`src/rtl/rf_scoreboard.sv`:
```
// -----------------------------------------------------------------------------
// rf_scoreboard
//
// Parametrised core register file with a per-register pending-write
// scoreboard. Decode reads operands and issues instructions against it; the
// writeback stage completes results through the write ports. Each register
// carries a small saturating counter of outstanding writes, which drives the
// hazard flags (rd_busy, busy_vec) and the issue back-pressure (issue_stall).
//
// Ports:
//   clk            clock
//   reset_RF       synchronous active-high reset (clears data, counters, error)
//   init_R0        load R0 with init_R0_data this cycle (core launch path)
//   init_R0_data   R0 init value
//   rd_ptr         packed read addresses, port k at [k*PTR_W +: PTR_W]
//   rd_data        packed read data (combinational, bypassed from writes)
//   rd_busy        per read port: source still has a write outstanding
//                  after this cycle's completions
//   issue_valid    decode issues an instruction writing issue_dst
//   issue_dst      destination register of the issued instruction
//   issue_stall    issue refused: issue_dst counter saturated, no completion
//   wr_en          write port enables
//   wr_ptr         packed write addresses
//   wr_data        packed write data
//   busy_vec       registered per-register "pending != 0"
//   err_underflow  sticky: a write completed to a register with nothing pending
// -----------------------------------------------------------------------------
module rf_scoreboard #(
  parameter int REG_COUNT = 16,
  parameter int DATA_W    = 8,
  parameter int RD_PORTS  = 3,
  parameter int WR_PORTS  = 2,
  parameter int PEND_W    = 2,
  localparam int PTR_W    = $clog2(REG_COUNT)
) (
  input  logic                         clk,
  input  logic                         reset_RF,
  input  logic                         init_R0,
  input  logic [DATA_W-1:0]            init_R0_data,
  input  logic [RD_PORTS*PTR_W-1:0]    rd_ptr,
  output logic [RD_PORTS*DATA_W-1:0]   rd_data,
  output logic [RD_PORTS-1:0]          rd_busy,
  input  logic                         issue_valid,
  input  logic [PTR_W-1:0]             issue_dst,
  output logic                         issue_stall,
  input  logic [WR_PORTS-1:0]          wr_en,
  input  logic [WR_PORTS*PTR_W-1:0]    wr_ptr,
  input  logic [WR_PORTS*DATA_W-1:0]   wr_data,
  output logic [REG_COUNT-1:0]         busy_vec,
  output logic                         err_underflow
);

  // Completion count per register needs to hold 0..WR_PORTS.
  localparam int CNT_W = $clog2(WR_PORTS + 1);
  // Working width for pending + issue - completions, wide enough for either
  // operand plus one carry bit so the underflow compare is exact.
  localparam int SUM_W = ((PEND_W > CNT_W) ? PEND_W : CNT_W) + 1;
  localparam logic [PEND_W-1:0] PEND_MAX = '1;

  // ---------------------------------------------------------------------------
  // State
  // ---------------------------------------------------------------------------
  logic [DATA_W-1:0] regs_reg    [REG_COUNT];
  logic [PEND_W-1:0] pending_reg [REG_COUNT];
  logic [REG_COUNT-1:0] busy_vec_reg;
  logic err_underflow_reg;

  // ---------------------------------------------------------------------------
  // Per-register write resolution, completion count and counter next-state
  // ---------------------------------------------------------------------------
  logic [REG_COUNT-1:0] win_valid;
  logic [DATA_W-1:0]    win_data    [REG_COUNT];
  logic [CNT_W-1:0]     cnt         [REG_COUNT];
  logic [PEND_W-1:0]    pending_next[REG_COUNT];
  logic [REG_COUNT-1:0] underflow;
  logic                 issue_acc;

  genvar gi;
  generate
    for (gi = 0; gi < REG_COUNT; gi++) begin : g_reg
      logic              hit;
      logic [DATA_W-1:0] data;
      logic [CNT_W-1:0]  count;
      logic              inc;
      logic [SUM_W-1:0]  sum;
      logic [PEND_W-1:0] nxt;
      logic              under;

      // Scan ports from highest to lowest so the lowest-index port wins.
      // Every enabled port that addresses this register counts as a
      // completion, even the ones whose data is discarded.
      always_comb begin
        hit   = 1'b0;
        data  = '0;
        count = '0;
        for (int p = WR_PORTS - 1; p >= 0; p--) begin
          if (wr_en[p] && (wr_ptr[p*PTR_W +: PTR_W] == PTR_W'(gi))) begin
            hit   = 1'b1;
            data  = wr_data[p*DATA_W +: DATA_W];
            count = count + CNT_W'(1);
          end
        end
        // The launch-time R0 load beats every write port but is not a
        // completion, so it leaves the count alone.
        if ((gi == 0) && init_R0) begin
          hit  = 1'b1;
          data = init_R0_data;
        end
      end

      // Counter update: add an accepted issue, remove completions, clamp at
      // zero and flag the underflow. Overflow cannot happen because a
      // saturated counter only accepts an issue when a completion arrives
      // in the same cycle.
      always_comb begin
        inc   = issue_acc && (issue_dst == PTR_W'(gi));
        sum   = SUM_W'(pending_reg[gi]) + SUM_W'(inc);
        under = 1'b0;
        nxt   = '0;
        if (sum < SUM_W'(count)) begin
          under = 1'b1;
        end else begin
          nxt = PEND_W'(sum - SUM_W'(count));
        end
      end

      assign win_valid[gi]    = hit;
      assign win_data[gi]     = data;
      assign cnt[gi]          = count;
      assign pending_next[gi] = nxt;
      assign underflow[gi]    = under;
    end
  endgenerate

  // ---------------------------------------------------------------------------
  // Issue back-pressure. A completion to the same register this cycle frees
  // a slot, so the stall only fires when nothing is draining the counter.
  // ---------------------------------------------------------------------------
  assign issue_stall = issue_valid
                    && (pending_reg[issue_dst] == PEND_MAX)
                    && (cnt[issue_dst] == '0);
  assign issue_acc   = issue_valid && !issue_stall;

  // ---------------------------------------------------------------------------
  // Read ports: zero-latency, bypassing any same-cycle write (including the
  // R0 init). rd_busy looks at what is left outstanding after this cycle's
  // completions; a same-cycle issue deliberately does not show up here.
  // ---------------------------------------------------------------------------
  generate
    for (gi = 0; gi < RD_PORTS; gi++) begin : g_rd
      logic [PTR_W-1:0] ptr;
      assign ptr = rd_ptr[gi*PTR_W +: PTR_W];
      assign rd_data[gi*DATA_W +: DATA_W] = win_valid[ptr] ? win_data[ptr]
                                                          : regs_reg[ptr];
      assign rd_busy[gi] = SUM_W'(pending_reg[ptr]) > SUM_W'(cnt[ptr]);
    end
  endgenerate

  // ---------------------------------------------------------------------------
  // Sequential state. Reset drops all outstanding pending state, so writes
  // that were in flight at reset time later register as underflows.
  // ---------------------------------------------------------------------------
  always_ff @(posedge clk) begin
    if (reset_RF) begin
      for (int i = 0; i < REG_COUNT; i++) begin
        regs_reg[i]    <= '0;
        pending_reg[i] <= '0;
      end
      busy_vec_reg      <= '0;
      err_underflow_reg <= 1'b0;
    end else begin
      for (int i = 0; i < REG_COUNT; i++) begin
        if (win_valid[i]) begin
          regs_reg[i] <= win_data[i];
        end
        pending_reg[i]  <= pending_next[i];
        busy_vec_reg[i] <= (pending_next[i] != '0);
      end
      if (|underflow) begin
        err_underflow_reg <= 1'b1;
      end
    end
  end

  assign busy_vec      = busy_vec_reg;
  assign err_underflow = err_underflow_reg;

endmodule

```
`config.mk`:
```
export PLATFORM = sky130hd
export DESIGN_NAME = rf_scoreboard
export DESIGN_NICKNAME = d
export VERILOG_FILES = /design/src/rtl/rf_scoreboard.sv
export SDC_FILE = /design/constraint.sdc
export NUM_CORES = 1
export LEC_CHECK = 0
export CAP_MARGIN = 30
export CORE_MARGIN = 2
export CORE_UTILIZATION = 25
export CTS_CLUSTER_DIAMETER = 30
export DETAILED_ROUTE_END_ITERATION = 10
export GPL_TIMING_DRIVEN = 1
export SLEW_MARGIN = 25
export SYNTH_ARGS = -nofsm -noshare
export SYNTH_HDL_FRONTEND = slang
export SYNTH_SLANG_ARGS = --single-unit
```
`constraint.sdc`:
```
create_clock -name clk -period 5 [get_ports clk]
set_input_delay 1 -clock clk [delete_from_list [all_inputs] [get_ports clk]]
set_output_delay 1 -clock clk [all_outputs]
set_load 0.02 [all_outputs]
```
==> Yosys cells after proc, flatten, opt, wreduce, memory -nomap -nowiden <==
Memories as Yosys holds them, arrays and structs flattened.
Cells that the tools add are included.
Widths: inputs -> output; s select.
{ "word_totals": {"register_bits": 17, "ramBits": 160, "in_bits": 54, "output_inout_bits": 45, "word_cells": 476, "mem_count": 2} }
{ "classes": {"addsub": 48, "magnitude_cmp": 26, "n_eq_ne": 46, "muxes": 243, "bitwise": 36, "n_reduce_logical": 73} }
{ "mem_list": {"columns": ["name", "depth", "width", "read_ports", "rd_ports_with_merged_regs", "write_ports", "line", "text"], "rows": [
  ["regs_reg", 16, 8, 3, 0, 16, "63", "logic [DATA_W-1:0] regs_reg [REG_COUNT];"],
  ["pending_reg", 16, 2, 20, 0, 16, "64", "logic [PEND_W-1:0] pending_reg [REG_COUNT];"]
]} }
{ "op_table": {"columns": ["operator", "count"], "rows": [
  ["$mux 8", 58],
  ["$mux 1", 119],
  ["$mux 2", 56],
  ["$bmux 8 s4", 3],
  ["$eq 4x4->1 const B", 24],
  ["$logic_and 1x1->1", 51],
  ["$add 2x1->3", 16],
  ["$eq 4x3->1 const B", 12],
  ["$lt 3x2->1", 16],
  ["$add 2x1->2 const B", 16],
  ["$bmux 2 s4", 4],
  ["$or 1x1->1", 32],
  ["$reduce_bool 2->1", 16],
  ["$sub 2x2->2", 16],
  ["$eq 4x2->1 const B", 6],
  ["$ge 5x5->1 const B", 4],
  ["$not 4->5", 4],
  ["$reduce_or 16->1", 1],
  ["$lt 4x5->1 const B", 3],
  ["$bmux 1 s4", 3],
  ["$eq 4x1->1 const B", 3],
  ["$logic_not 4->1", 3],
  ["$gt 2x2->1", 3],
  ["$eq 2x2->1 const B", 1],
  ["2 further kinds", 2]
]} }

==> Logic depth before layout (Yosys ltp) <==
Gate-level depths: netlist of run 1.
{ "depth": {"ltp_word": 17, "depth_mapped": 21, "depth_no_buf": 18} }

==> Worst setup path after synthesis of run 1 <==
Ideal clock, no wire load.
{ "synth_path": {"path_kind": "input port to flip-flop", "startpoint": "input wr_ptr[4]", "endpoint": "register err_underflow_reg (netlist: err_underflow)", "setup_ps": 128, "t_arrival_ps": 5234, "required_time_ps": 4872, "path_slack_ps": -362, "stages": 20, "n_path_buf": 4, "cell_sequence": "buf_2 nand3b_1 clkbuf_1 clkbuf_1 nor2_1 ha_1 nor4b_1 a21oi_1 mux4_2 mux2i_1 buf_2 nor4_1 ha_1 inv_1 fa_1 o31a_1 nor4_1 nand4_1 nor4_1 nor2_1"} }
{ "synth_between": {"elab_chain_cells": 17, "word_cells_on_any_way": 152} }
{ "synth_lines": {"columns": ["element", "line", "text"], "rows": [
  ["start: declaration", "47", "input logic [WR_PORTS*PTR_W-1:0] wr_ptr,"],
  ["$eq 4x4->1 (tied with other cells)", "97", "if (wr_en[p] && (wr_ptr[p*PTR_W +: PTR_W] == PTR_W'(gi))) begin"],
  ["$logic_and 1x1->1", "97", null],
  ["$mux 1", "97", null],
  ["$add 2x1->2", "100", "count = count + CNT_W'(1);"],
  ["$mux 2", "97", null],
  ["$bmux 2 s4", "141", "&& (cnt[issue_dst] == '0);"],
  ["$mux 2 (not written as such) (2 in a row)", "141", null],
  ["$logic_not 2->1", "141", null],
  ["$logic_and 1x1->1", "141", null],
  ["$logic_not 1->1", "142", "assign issue_acc = issue_valid && !issue_stall;"],
  ["$logic_and 1x1->1", "142", null],
  ["$logic_and 1x1->1", "116", "inc = issue_acc && (issue_dst == PTR_W'(gi));"],
  ["$add 2x1->3", "117", "sum = SUM_W'(pending_reg[gi]) + SUM_W'(inc);"],
  ["$lt 3x2->1", "120", "if (sum < SUM_W'(count)) begin"],
  ["$mux 1", "120", null],
  ["$reduce_or 16->1 *", "179", "if (|underflow) begin"],
  ["end signal: assignment", "170", "err_underflow_reg <= 1'b0;"],
  ["end signal: assignment", "180", "err_underflow_reg <= 1'b1;"],
  ["end: declaration", "66", "logic err_underflow_reg;"]
]} }
Mark *: on every way between the ends. The rest lies on a longest branch, timed or not. The select of a mux whose other input is x is not followed.
A chain may end at the register's enable or synchronous reset.

==> Final worst setup path of run 1 <==
{ "layout_path": {"startpoint": "input wr_ptr[6]", "endpoint": "output rd_data[0]"} }
{ "layout_between": {"elab_chain_cells": 9, "word_cells_on_any_way": 104} }
{ "layout_lines": {"columns": ["element", "line", "text"], "rows": [
  ["$logic_not 4->1", "97", null],
  ["$logic_and 1x1->1", "97", null],
  ["$mux 8 (2 in a row)", "97", null],
  ["$mux 8", "105", "if ((gi == 0) && init_R0) begin"],
  ["$bmux 8 s4", "153", "assign rd_data[gi*DATA_W +: DATA_W] = win_valid[ptr] ? win_data[ptr]"],
  ["$mux 8 (not written as such) (2 in a row)", "153", null],
  ["$mux 8 *", "153", null],
  ["end: declaration", "41", "output logic [RD_PORTS*DATA_W-1:0] rd_data,"]
]} }
Marked as above.

==> results of run 1 <==
stage by stage:
| step | util [%] | instance area [um2] |
|---|---|---|
| floorplan | - | 19200 |
| global placement | 33.3 | 25200 |
| detailed placement | 33.3 | 25200 |
| CTS | 34.9 | 26500 |
| global route | 35.6 | 27000 |
| finish | 35.6 | 27000 |
worst max-delay path: stages:
cell and delay (ps):
buf_2 140, buf_6 130, nand3b_1 250, nor2_2 200, inv_1 60, ha_1 240, mux4_2 520, mux4_2 570
clkinv_4 100, nand2_8 60, buf_12 160, a2111oi_4 350, buf_4 210, a211o_1 130, buf_6 130
repair_timing:
action | CTS | global route
pin swaps | 28 | 40
setup endpoints to repair | 37 | 28
hold buffers | 0 | 0
resized for setup | 227 | 101
setup buffers | 29 | 19
synthesized netlist by cell type (all sizes together), types with 11 or more instances:
cell    instances  share of area [%]
mux4          227                 27
nor2          200                3.9
edfxtp        128                 20
a21oi         125                3.3
buf           109                3.0
inv           103                2.0
nand2         102                2.0
ha             86                5.6
a211oi         85                3.3
nor3           77                2.0
clkbuf         72                1.4
nand3          60                1.6
dfxtp          49                5.1
mux2i          39                2.0
o21ai          34               0.89
nand2b         32                1.0
or2            29               0.95
o31a           27                1.2
o31ai          25                1.0
a22oi          21               0.82
nor4           21               0.69
nor2b          20               0.65
nand3b         18               0.71
fa             16                1.7
o22ai          16               0.52
xnor2          16               0.73
mux2           12               0.71
o211ai         12               0.47
and3           11               0.36
area by class of cell:
class	instances	area, um2
clock buffer	18	429
sequential	177	4820
antenna	3	7.51
tap	978	1220
clock inverter	14	181
inverter	105	400
fill	7634	48800
multi-input combinational	1432	13900
timing repair buffer	728	6040
worst max-delay path by stage:
stage	endpoint	cells past startpoint	slack (ps)
after global placement	rd_data[23]	11	-1350
final	rd_data[0]	15	-290
after detailed placement	rd_data[4]	13	-1240
after floorplan	err_underflow	20	-160
after CTS	rd_data[0]	15	-230
after global routing	rd_data[0]	15	-320
logic make-up (layout without fill, tap and decap cells):
kind of cell | after synthesis | after routing | share of synthesized area [%]
muxes | 278 | 278 | 29.5
other | 0 | 3 | 0
DFF | 177 | 177 | 25.2
xor gates and xnor gates | 16 | 16 | 0.733
buffers and inverters | 286 | 865 | 6.50
AOI/OAI and AO/OA | 428 | 428 | 15.3
and+or+nand+nor | 608 | 608 | 15.5
adders and majority gates | 102 | 102 | 7.30
power by group through the flow:
| stage | Sequential, mW | Clock [mW] | Combinational [mW] |
|---|---|---|---|
| 2_1_floorplan | 1.75 | 0 | 0.836 |
| 3_3_place_gp | 1.77 | 0 | 1.72 |
| 3_5_place_dp | 1.78 | 0 | 1.71 |
| 4_1_cts | 1.74 | 1.50 | 1.77 |
| 5_1_grt | 1.75 | 1.54 | 1.92 |
| 6_report | 1.75 | 1.50 | 1.88 |
per-layer routing:
layer | GRT usage, % | vias up | wire (um)
met3 | 9.23 | 343 | 14200
met5 | 0 | - | 26
met1 | 39.7 | 10800 | 47400
met4 | 15.1 | 4 | 7420
li1 | - | 8527 | -
met2 | 43.6 | 1594 | 49800
==> metrics, run 1 <==
fin crit share 106%; Max Fclk 189 MHz; syn avg cell area 10.1 um2; Worst-Margin Slew 1040 ps; unrepaired setup endpoints after global routing true; gpl congestion 1.17; Max Slew Vio Count 0; vias in the first global route 20500; worst-case reg-to-reg path depth 16; Top FF cell, synth edfxtp_1; Critical Path RT 4000 ps; cells after synthesis 1895; Post-Syn Nets 2051; pre-CTS setup slack -1240 ps; htree depth 4; Post-synth EDFFs 128; Critical Path Source wr_ptr[6]; share of layout cells above drive strength 1 45.4%; Final Hold Slack 609 ps; DR vias 21300; Pre-Repair DR Iteration Count 6; Clock Sinks 177; Syn. warnings 0; critical path class in2out; Slew HR 30.2%; Gate power share 36.6%; Clock Power Share 29.3%; antenna-violating nets left 0; antenna violations before repair 6; most common cell after layout, fill and taps aside buf_4; reg2reg start pending_reg[11][1]; Critical Path AT 4290 ps; max FFs per register 128; final setup margin -292 ps; sink of the worst hold path err_underflow; post-route insts no fill 3455; Layout area overhead 41.1%; core area 75800 um2; pwr dens 190 nW/um2; TritonCTS clock tree done; port bufs 98; Rows 101; Global Route Usage Sum 29.9%; Hold Crit Depth 4; most frequent cells in the layout 597 x buf_4, 227 x mux4_2, 189 x nor2_1; reg2reg setup slack 1040 ps; Max FO, Critical Path 4; CTS max path bufs 2; initial DRC count 3371; Overall Power 5.13 mW; clock skew 11.2 ps; Max Cap Viol 0; final hold vios 0; Worst-Skew Late Latency 500 ps; die footprint 78700 um2; nets 2617; R2R Path End err_underflow; Reg clk slew, reported paths 70 ps; placed cells 3377; root buf cell clkbuf_16; Seq/Total Area, Yosys 25.2%; synth unique cells 76; Critical Path Sink Type output port; wire length per cell 34.4 um; Peak VDD IR 0.286 mV; height of the die 281 um; final setup violation count 17; pin count of the biggest net entering global routing 76; sw frac 37.8%; internal power 3.19 mW; cell leakage power 10.1 nW; die extent in x 281 um; remaining global-route overflow 0; Num CTS Buffers 17; Net Sw Power 1.94 mW; DRC Markers 0; status finished with violations; number of synthesized register bits 177; drt via density 6.16; I/O pin total 99; setup TNS -1330 ps; startpoint types input port; first-pass GRT wire length 163 mm; dpl hpwl 96.2 mm; total wire length 119 mm; min-delay src err_underflow; asr flop ratio synth 0%; Flop pwr share 34.1%; failing checks setup timing; cell area after synthesis 19100 um2; fin crit period 5290 ps; hold crit path type reg2reg; effective utilization at floorplan 25.2%
Power figures use the tool's default switching activity.
==> inputs of run 2 (changes only) <==
--- a/config.mk
+++ b/config.mk
@@ -8,9 +8,12 @@
 export CAP_MARGIN = 30
 export CORE_MARGIN = 2
 export CORE_UTILIZATION = 25
+export CTS_BUF_LIST = sky130_fd_sc_hd__clkbuf_8
 export CTS_CLUSTER_DIAMETER = 30
 export DETAILED_ROUTE_END_ITERATION = 10
+export DONT_BUFFER_PORTS = 1
 export GPL_TIMING_DRIVEN = 1
+export SKIP_LAST_GASP = 1
 export SLEW_MARGIN = 25
 export SYNTH_ARGS = -nofsm -noshare
 export SYNTH_HDL_FRONTEND = slang
==> run 2 against run 1 <==
Net effect:
- the run now ends clean
- clock skew grew 7.7 ps
- combinational power decreased by 31%
- sequential power about the same
- total power down 21%
- clock power decreased by 31%
- final area shrank 17%
- wire length shrank 13%
==> metrics, run 2 (synthesized netlist as in run 1, its figures left out) <==
antenna-violating nets left 0; remaining global-route overflow 0; Max Fclk 202 MHz; pwr dens 182 nW/um2; total wire length 104 mm; number of fill cells in the layout 7879; Critical Path RT 4000 ps; cell leakage power 7.70 nW; setup TNS 0 ps; CP bufs+invs 6; Max FO, Critical Path 22; Max Cap Viol 0; DR vias 19100; initial DRC count 2865; htree depth 4; drt via density 6.35; port bufs 0; Global Route Usage Sum 26.1%; final setup violation count 0; pin count of the biggest net entering global routing 109; wire length per cell 34.6 um; fin crit share 99.0%; Worst-Skew Late Latency 550 ps; effective utilization at floorplan 25.2%; first-pass GRT wire length 145 mm; Critical Path AT 3950 ps; most frequent cells in the layout 264 x buf_4, 227 x mux4_2, 192 x nor2_1; critical path class in2out; final hold vios 0; DRC Markers 0; Post-DP Area 21800 um2; core area 75800 um2; CP top delay family multiplexers; Reg clk slew, reported paths 110 ps; Worst-Margin Slew 1030 ps; Worst path slowest cell mux4_2; Pre-Repair DR Iteration Count 8; CTS max path bufs 2; unrepaired setup endpoints after global routing true; final instance area 22300 um2; most common cell after layout, fill and taps aside buf_4; hold crit path type in2reg; Num CTS Buffers 17; nets 2166; share of layout cells above drive strength 1 31.8%; die extent in x 281 um; status completed; Critical Path Sink Type output port; post-route insts no fill 3005; dpl hpwl 79.3 mm; max FFs per register 128; Overall Power 4.07 mW; height of the die 281 um; die footprint 78700 um2; I/O pin total 99; Rows 101; startpoint types input port; Slew HR 31.4%; CP cell instances or3b_4 -> buf_4 -> nor2_2 -> inv_1 -> ha_2 -> mux4_2 -> mux4_2 -> inv_4 -> buf_4 -> nor2_1 -> a31oi_2 -> buf_4 -> buf_4; max incr delay on CP 580 ps; antenna violations before repair 5; clock skew 18.9 ps; fin crit period 4950 ps; Final Hold Slack 589 ps; Post-CTS Hold Buffers 0; most frequent CP cell buf_4; Max Slew Vio Count 0; root buf cell clkbuf_8; Peak VDD IR 0.167 mV; Clock Sinks 177; TritonCTS clock tree done; placed cells 2967; Layout area overhead 16.8%; vias in the first global route 18500; gpl congestion 1.00
==> run 2: power breakdown <==
| group | switching (mW) | internal (mW) | total (mW) | leakage (nW) |
|---|---|---|---|---|
| sequential | 0.0870 | 1.66 | 1.75 | 1.64 |
| clock | 0.659 | 0.369 | 1.03 | 0.199 |
| combinational | 0.706 | 0.586 | 1.29 | 5.86 |
| total | 1.45 | 2.62 | 4.07 | 7.70 |
==> run 2: layout make-up <==
type | instances | area [um2] | area share [%]
diodes | 4 | 10.0 | 0.0448
clock buffers | 17 | 234 | 1.05
clock inverters | 15 | 143 | 0.639
inverters | 105 | 397 | 1.78
multi-input cells | 1432 | 13300 | 59.4
flip-flops and latches | 177 | 4820 | 21.6
well taps | 978 | 1220 | 5.48
repair buffers | 277 | 2230 | 10.0
==> run 2: final timing paths <==
path | from | to | slack (ps) | cells past startpoint
min | reset_RF | pending_reg[4][1] | 590 | 1
max | wr_ptr[4] | rd_data[2] | 50 | 13
max reg2reg | pending_reg[10][1] | err_underflow | 980 | 16
min reg2reg | pending_reg[14][1] | pending_reg[14][1] | 770 | 3
==> run 2: through the flow <==
| step | setup WS (ps) | utilization, % |
|---|---|---|
| after floorplan | -157 | - |
| after global placement | -291 | 28.8 |
| after detailed placement | -293 | 28.8 |
| after CTS | 7.81 | 29.3 |
| after global routing | -15.9 | 29.4 |
| final | 48.5 | 29.5 |
==> run 2: what timing repair did <==
| item | CTS | global route |
|---|---|---|
| resized for setup | 9 | 22 |
| endpoints found under the setup margin | 11 | 13 |
| pin swaps | 3 | 6 |
| setup buffers | 2 | 1 |
==> run 2: worst reg2reg max path, stage by stage, from the launching register on <==
cell	delay [ps]
dfxtp_1	430
nand3_1	100
o21ai_0	110
mux4_2	520
o211ai_1	150
mux2i_2	140
buf_12	160
buf_4	150
nor4_1	300
ha_1	250
inv_1	60
fa_1	460
o31a_1	340
nor4_1	280
nand4_1	140
nor4_1	250
nor2_1	60
==> run 2: routing by layer <==
| metal | vias to the layer above | part of all wire [%] | track usage (%) |
|---|---|---|---|
| met2 | 1523 | 42 | 39.0 |
| met5 | - | 0.030 | 0 |
| met4 | 4 | 5.7 | 12.6 |
| li1 | 7616 | - | - |
| met1 | 9642 | 39 | 33.6 |
| met3 | 296 | 13 | 9.15 |
